==> config.mk <==
export PLATFORM = sky130hd
export DESIGN_NAME = mode_ctrl
export DESIGN_NICKNAME = d
export VERILOG_FILES = /design/src/rtl/mode_ctrl_pkg.sv /design/src/rtl/idle_timer.sv /design/src/rtl/mode_ctrl.sv
export SDC_FILE = /design/constraint.sdc
export NUM_CORES = 1
export LEC_CHECK = 0
export CORE_ASPECT_RATIO = 0.6
export CORE_UTILIZATION = 57
export DETAILED_ROUTE_END_ITERATION = 8
export PLACE_DENSITY = 0.85
export SLEW_MARGIN = 20
export SYNTH_ARGS = -nofsm -noshare
export SYNTH_HDL_FRONTEND = slang
export SYNTH_SLANG_ARGS = --single-unit
==> constraint.sdc <==
create_clock -name clk -period 3.45 [get_ports clk]
set_input_delay 0.69 -clock clk [delete_from_list [all_inputs] [get_ports clk]]
set_output_delay 0.69 -clock clk [all_outputs]
set_load 0.01 [all_outputs]
==> src/rtl/mode_ctrl_pkg.sv <==
// Shared mode encoding and data widths for the settings controller.
// Anything that decodes the mode output should import this package.
package mode_ctrl_pkg;

  typedef enum logic [1:0] {
    STATE_GAME   = 2'd0,
    STATE_VOLUME = 2'd1,
    STATE_LEVEL  = 2'd2
  } mode_e;

  localparam int VOL_W   = 7;
  localparam int LVL_W   = 2;
  localparam int DIGIT_W = 4;

endpackage

==> src/rtl/idle_timer.sv <==
// Counts enabled cycles.
// Pulses expire on the last cycle of the window, then restarts from zero.
module idle_timer #(
  parameter int IDLE_CYC = 300000000,
  parameter int IDLE_W   = 29
) (
  input  logic clk,
  input  logic rst,
  input  logic clr,
  input  logic en,
  output logic expire
);

  localparam logic [IDLE_W-1:0] LAST = IDLE_W'(IDLE_CYC - 1);

  logic [IDLE_W-1:0] cnt_reg;

  assign expire = en && (cnt_reg == LAST);

  always_ff @(posedge clk) begin
    if (rst || clr || expire) begin
      cnt_reg <= '0;
    end else if (en) begin
      cnt_reg <= cnt_reg + 1'b1;
    end
  end

endmodule

==> src/rtl/mode_ctrl.sv <==
// Front-panel settings controller: mode FSM, saturating volume and level editing,
// idle auto-return to game mode, and a BCD split of the volume for the display.
module mode_ctrl
  import mode_ctrl_pkg::*;
#(
  parameter int VOL_MAX  = 15,
  parameter int VOL_INIT = 8,
  parameter int LVL_MAX  = 3,
  parameter int LVL_INIT = 1,
  parameter int IDLE_CYC = 300000000,
  parameter int IDLE_W   = 29
) (
  input  logic               clk,
  input  logic               rst,
  input  logic               btn_mode,
  input  logic               btn_up,
  input  logic               btn_down,
  input  logic               lock,
  output logic [1:0]         mode,
  output logic [LVL_W-1:0]   level,
  output logic [VOL_W-1:0]   vol,
  output logic [DIGIT_W-1:0] vol_ten,
  output logic [DIGIT_W-1:0] vol_uni,
  output logic               chg
);

  localparam logic [VOL_W-1:0] VOL_MAX_L  = VOL_W'(VOL_MAX);
  localparam logic [VOL_W-1:0] VOL_INIT_L = VOL_W'(VOL_INIT);
  localparam logic [LVL_W-1:0] LVL_MAX_L  = LVL_W'(LVL_MAX);
  localparam logic [LVL_W-1:0] LVL_INIT_L = LVL_W'(LVL_INIT);

  mode_e            mode_reg;
  logic [LVL_W-1:0] level_reg;
  logic [VOL_W-1:0] vol_reg;
  logic             chg_reg;
  logic             expire;
  logic             any_btn;

  assign any_btn = btn_mode || btn_up || btn_down;

  // The counter only runs outside game mode; every press restarts the window.
  idle_timer #(
    .IDLE_CYC(IDLE_CYC),
    .IDLE_W  (IDLE_W)
  ) u_idle_timer (
    .clk   (clk),
    .rst   (rst),
    .clr   (any_btn || (mode_reg == STATE_GAME)),
    .en    (mode_reg != STATE_GAME),
    .expire(expire)
  );

  always_ff @(posedge clk) begin
    if (rst) begin
      mode_reg  <= STATE_GAME;
      level_reg <= LVL_INIT_L;
      vol_reg   <= VOL_INIT_L;
      chg_reg   <= 1'b0;
    end else begin
      chg_reg <= 1'b0;
      if ((mode_reg != STATE_GAME) && (lock || expire)) begin
        // A running game or a timeout abandons any edit pending this cycle.
        mode_reg <= STATE_GAME;
      end else if (btn_mode) begin
        case (mode_reg)
          STATE_GAME:   if (!lock) mode_reg <= STATE_VOLUME;
          STATE_VOLUME: mode_reg <= STATE_LEVEL;
          default:      mode_reg <= STATE_GAME;
        endcase
      end else if (btn_up != btn_down) begin
        case (mode_reg)
          STATE_VOLUME: begin
            if (btn_up && (vol_reg < VOL_MAX_L)) begin
              vol_reg <= vol_reg + 1'b1;
              chg_reg <= 1'b1;
            end else if (btn_down && (vol_reg != '0)) begin
              vol_reg <= vol_reg - 1'b1;
              chg_reg <= 1'b1;
            end
          end
          STATE_LEVEL: begin
            if (btn_up && (level_reg < LVL_MAX_L)) begin
              level_reg <= level_reg + 1'b1;
              chg_reg   <= 1'b1;
            end else if (btn_down && (level_reg > LVL_W'(1))) begin
              level_reg <= level_reg - 1'b1;
              chg_reg   <= 1'b1;
            end
          end
          default: ;
        endcase
      end
    end
  end

  assign mode    = mode_reg;
  assign level   = level_reg;
  assign vol     = vol_reg;
  assign chg     = chg_reg;
  assign vol_ten = DIGIT_W'(vol_reg / VOL_W'(10));
  assign vol_uni = DIGIT_W'(vol_reg % VOL_W'(10));

endmodule

**After elaboration in Yosys (flattened, before gate mapping)**

Cells that the tools add are included.

- $add $sub $neg: 5
- Div/mod/pow operators: 2
- Magnitude comparators: 3
- Equality and inequality tests: 5
- Multiplexer cells: 11
- Bitwise operators: 3
- Reductions and logical operators: 22

Operator list:

| kind | count |
|---|---|
| $add 29x1->29 const B | 1 |
| $eq 29x29->1 const B | 1 |
| $mux 7 | 2 |
| $reduce_and 5->1 | 2 |
| $add 7x1->7 const B | 1 |
| $div 7x4->7 const B | 1 |
| $lt 7x4->1 const B | 1 |
| $mod 7x4->7 const B | 1 |
| $reduce_bool 7->1 | 1 |
| $sub 7x1->7 const B | 1 |
| $logic_and 1x1->1 | 6 |
| $logic_or 1x1->1 | 6 |
| $mux 2 | 3 |
| $reduce_bool 2->1 | 3 |
| $mux 1 | 4 |
| $pmux 2 s2 | 1 |
| $reduce_or 4->1 | 1 |
| $not 1->1 | 3 |
| $add 2x1->2 const B | 1 |
| $eq 2x1->1 const B | 1 |
| $eq 2x2->1 const B | 1 |
| $gt 2x1->1 const B | 1 |
| $logic_not 2->1 | 1 |
| $lt 2x2->1 const B | 1 |
| other kinds (6) | 6 |

- Register bits after elaboration: 41
- Input bits: 6
- Output and inout port bits: 20
- Logic and storage cells: 56

**Longest topological paths before layout**

- Word-level depth: 6
- Mapped depth: 11
- Depth with buffers taken out: 10

**Cells and area by module**

From an unflattened synthesis, not the netlist that was laid out.

- Cell total of the unflattened synthesis: 322
- Area total of the unflattened synthesis: 2790.2 µm²

Modules (own cells, without submodules):

| module | times used | cells each | area each (µm²) | seq. area each (µm²) |
|---|---|---|---|---|
| idle_timer | 1 | 167 | 1512.7 | 580.6 |
| mode_ctrl | 1 | 155 | 1277.5 | 240.2 |

**Worst setup path before layout**

Ideal clock, no wire load.

- Path type: register -> output
- Start: register vol_reg[6], in the netlist vol[6]
- End: output port vol_uni[1]
- Data arrival time: 2289 ps
- Path slack: 471 ps
- Cell stages (with the launch flop): 10
- Path buffers: 1
- Path through: dfxtp_1 > clkbuf_1 > nor4bb_1 > a211oi_1 > a31oi_1 > xnor2_1 > inv_1 > ha_1 > o211a_1 > a311oi_1

- Word-level cells in the longest chain between the ends: 1

Ends and longest elaborated chain:

| what | line | RTL |
|---|---|---|
| start, declared | mode_ctrl.sv:34 | `logic [VOL_W-1:0] vol_reg;` |
| start signal, assigned | mode_ctrl.sv:74 | `vol_reg <= vol_reg + 1'b1;` |
| start signal, assigned | mode_ctrl.sv:77 | `vol_reg <= vol_reg - 1'b1;` |
| $mod 7x4->7 | mode_ctrl.sv:101 | `assign vol_uni = DIGIT_W'(vol_reg % VOL_W'(10));` |
| end, declared | mode_ctrl.sv:23 | `output logic [DIGIT_W-1:0] vol_uni,` |

No other way between the ends.

**Final worst setup path**

- Start: register vol_reg[3], in the netlist vol[3]
- End: output port vol_uni[1]

The elaborated chain is that of the path after synthesis.

==> impl_metrics.ini <==
[setup_path]
crit_fanout = 7
slowest_stage = dfxtp_1
crit_family = compound AO/OA/AOI/OAI gates
slowest_delay_ns = 0.37
crit_arrival_ns = 2.62
start_kind = flop
crit_buf_inv = 2
crit_required_ns = 2.76
critPathKind = flop to output port
crit_path_end_kind = output port
path_cells = nor4bb_1 > a211oi_1 > a31oi_1 > xnor2_1 > inv_1 > ha_1 > o211a_1 > a311oi_1 > dlygate4sd2_1

[timing]
clock-skew-final_ns = 0.00950
rsz0062_at_grt = false
maxSlewViolCount = 0
fin_crit_ns = 3.31
setup_violations = 0
timing.final.crit_share = 0.959
worst_slew_pin_slew_ns = 0.572
fin_tns_setup_ns = 0
holdWs_ns = 0.449
relSlewSlack = 0.618
hold_viol_final = 0
fmax_ghz = 0.302

[clocking]
cts_made_buffers = 5
clk_latency_ns = 0.30
postCtsHoldBufs = 0
ctsHtreeMaxLevel = 2
clockRootBuffer = clkbuf_8
cts_tree = done
clockBufferDepth = 2
path_clk_slew_ns = 0.08
post-cts-setup-buffer-count = 0
clkSinkCount = 41

[routing]
drc = 0
viasPerCell = 5.67
ant_nets = 0
detail_route.wl_per_cell_um = 14.4
drt-initial-drc-count = 174
firstDrtPassIters = 7
vias = 2235
drt_wl_total_mm = 5.68

[layout]
drive_gt1_frac = 0.0749
largest_reg_flops = 29
antennaDiodeCount = 0
nets = 352
syn_to_final_growth_pct = 17.3
final_util = 0.703

[synthesis]
synth-main-ff-cell = dfxtp_1
synth_cells = 304
synth.distinct_cells = 54
ys_warn_count = 0
async_flop_share = 0
yosys.area.top_type = dfxtp_1
yosys-top-cells-area = dfxtp_1 (33%), nor2_1 (7.1%), xnor2_1 (6.4%)
synthMuxAreaShare = 0.0161
synth_simple_gate_area_frac = 0.273
yosys.area_share.adder = 0.0726
synthXorXnorAreaFrac = 0.106
ys_ff_latch = 41
yosys-top-cells-count = nor2_1 (47), dfxtp_1 (41), xnor2_1 (18)
synthesis.area_um2 = 2480
synth.most_common_cell = nor2_1
synth_compound_area_frac = 0.157
synth_area_per_cell_um2 = 8.17
ys_seq_area_frac = 0.331
synth_top_family_by_area = simple AND/OR/NAND/NOR gates
netlist.area_leader.share = 0.331
syn_nets = 323
synth-edff-count = 0

[placed_design]
place_hpwl_mm = 4.12
gp_congestion = 0.816
port_buffers = 25

[power]
ir_drop_mv = 0.184
power.leakage_nw = 1.10
pwr_density_cell_nw_per_um2 = 313

[floorplan]
start_util = 0.599
num_rows = 18
die_h_um = 53.1
io_pins = 26
core_area_um2 = 4140
dieWidth_um = 87.2
die_area_um2 = 4630

[global_route]
grt_pass1_vias = 1961
grt.overflow.total = 0
antenna_found_initial = 0
grt_max_degree = 28
grt_pass1_wl_mm = 9.52
grt_usage = 0.270

[flow_run]
drv_cap = 0

[min_path]
hp-class = flop to flop

[run_status]
status = completed
-- path summary, 6_finish.rpt --
check,start,end,slack [ns],cells after the start
setup / recovery,vol[3],vol_uni[1],0.14,9
hold / removal,u_idle_timer.cnt_reg[0],u_idle_timer.cnt_reg[0],0.45,1
setup reg to reg,vol[4],vol[6],0.67,11
hold reg to reg,u_idle_timer.cnt_reg[0],u_idle_timer.cnt_reg[0],0.45,1
-- what timing repair did --
item	4_1_cts	5_1_grt
resized for setup	3	5
endpoints found under the setup margin	2	4
cloned	0	0
pin swaps	1	2
-- layout make-up --
class                           count  area, um2
Clock buffer                        5       68.8
Clock inverter                      3       17.5
Fill cell                         352       1230
Inverter                           16       60.1
Multi-Input combinational cell    235       1550
Sequential cell                    41        823
Tap cell                           60       75.1
Timing Repair Buffer               34        317
-- through the flow --
step / std cells / total power (W) / cell area, um2 / worst slack [ns]
2_1_floorplan: 304 / 0.000568 / 2480 / 0.471
3_3_place_gp: 386 / 0.000613 / 2830 / 0.217
3_5_place_dp: 386 / 0.000615 / 2830 / 0.150
5_1_grt: 394 / 0.000950 / 2910 / 0.00402
4_1_cts: 394 / 0.000916 / 2910 / 0.0488
6_report: 394 / 0.000911 / 2910 / 0.140
-- report_power, final --
group	switching, W	internal [W]	leakage [nW]
logic	0.0000648	0.0000565	0.724
registers	0.00000545	0.000476	0.332
clock network	0.000168	0.000140	0.0439
total	0.000238	0.000672	1.10
-- metal layers --
layer / routed length, um / vias up / global-route usage
met1: 3030 / 1034 / 0.431
li1: - / 1131 / -
met3: 379 / 7 / 0.0562
met2: 2220 / 63 / 0.358
met5: 0 / - / 0
met4: 43 / 0 / 0.0601
-- kinds of logic (layout without fill, tap and decap cells) --
logic type / Yosys count / in the layout
fa+ha+maj: 14 / 14
simple gates: 130 / 130
xor+xnor: 30 / 30
buf+inv: 28 / 58
compound gates: 57 / 57
flops: 41 / 41
mux: 4 / 4
-- cells in the final DEF, fill, tap and decap left out, drive strengths merged, types with 3 or more instances in the layout --
master,instances
clkbuf,6
and4,6
nand2,16
or3,7
ha,12
xor2,12
nand3,11
a211oi,6
xnor2,18
buf,9
nor2,47
and3,6
a21oi,9
nor4,3
nor4bb,3
nor2b,4
nand2b,5
dfxtp,41
nand4,5
a21o,3
nor3,11
inv,16
o21ai,15
clkdlybuf4s50,21
mux2i,4
Power figures use the tool's default switching activity.
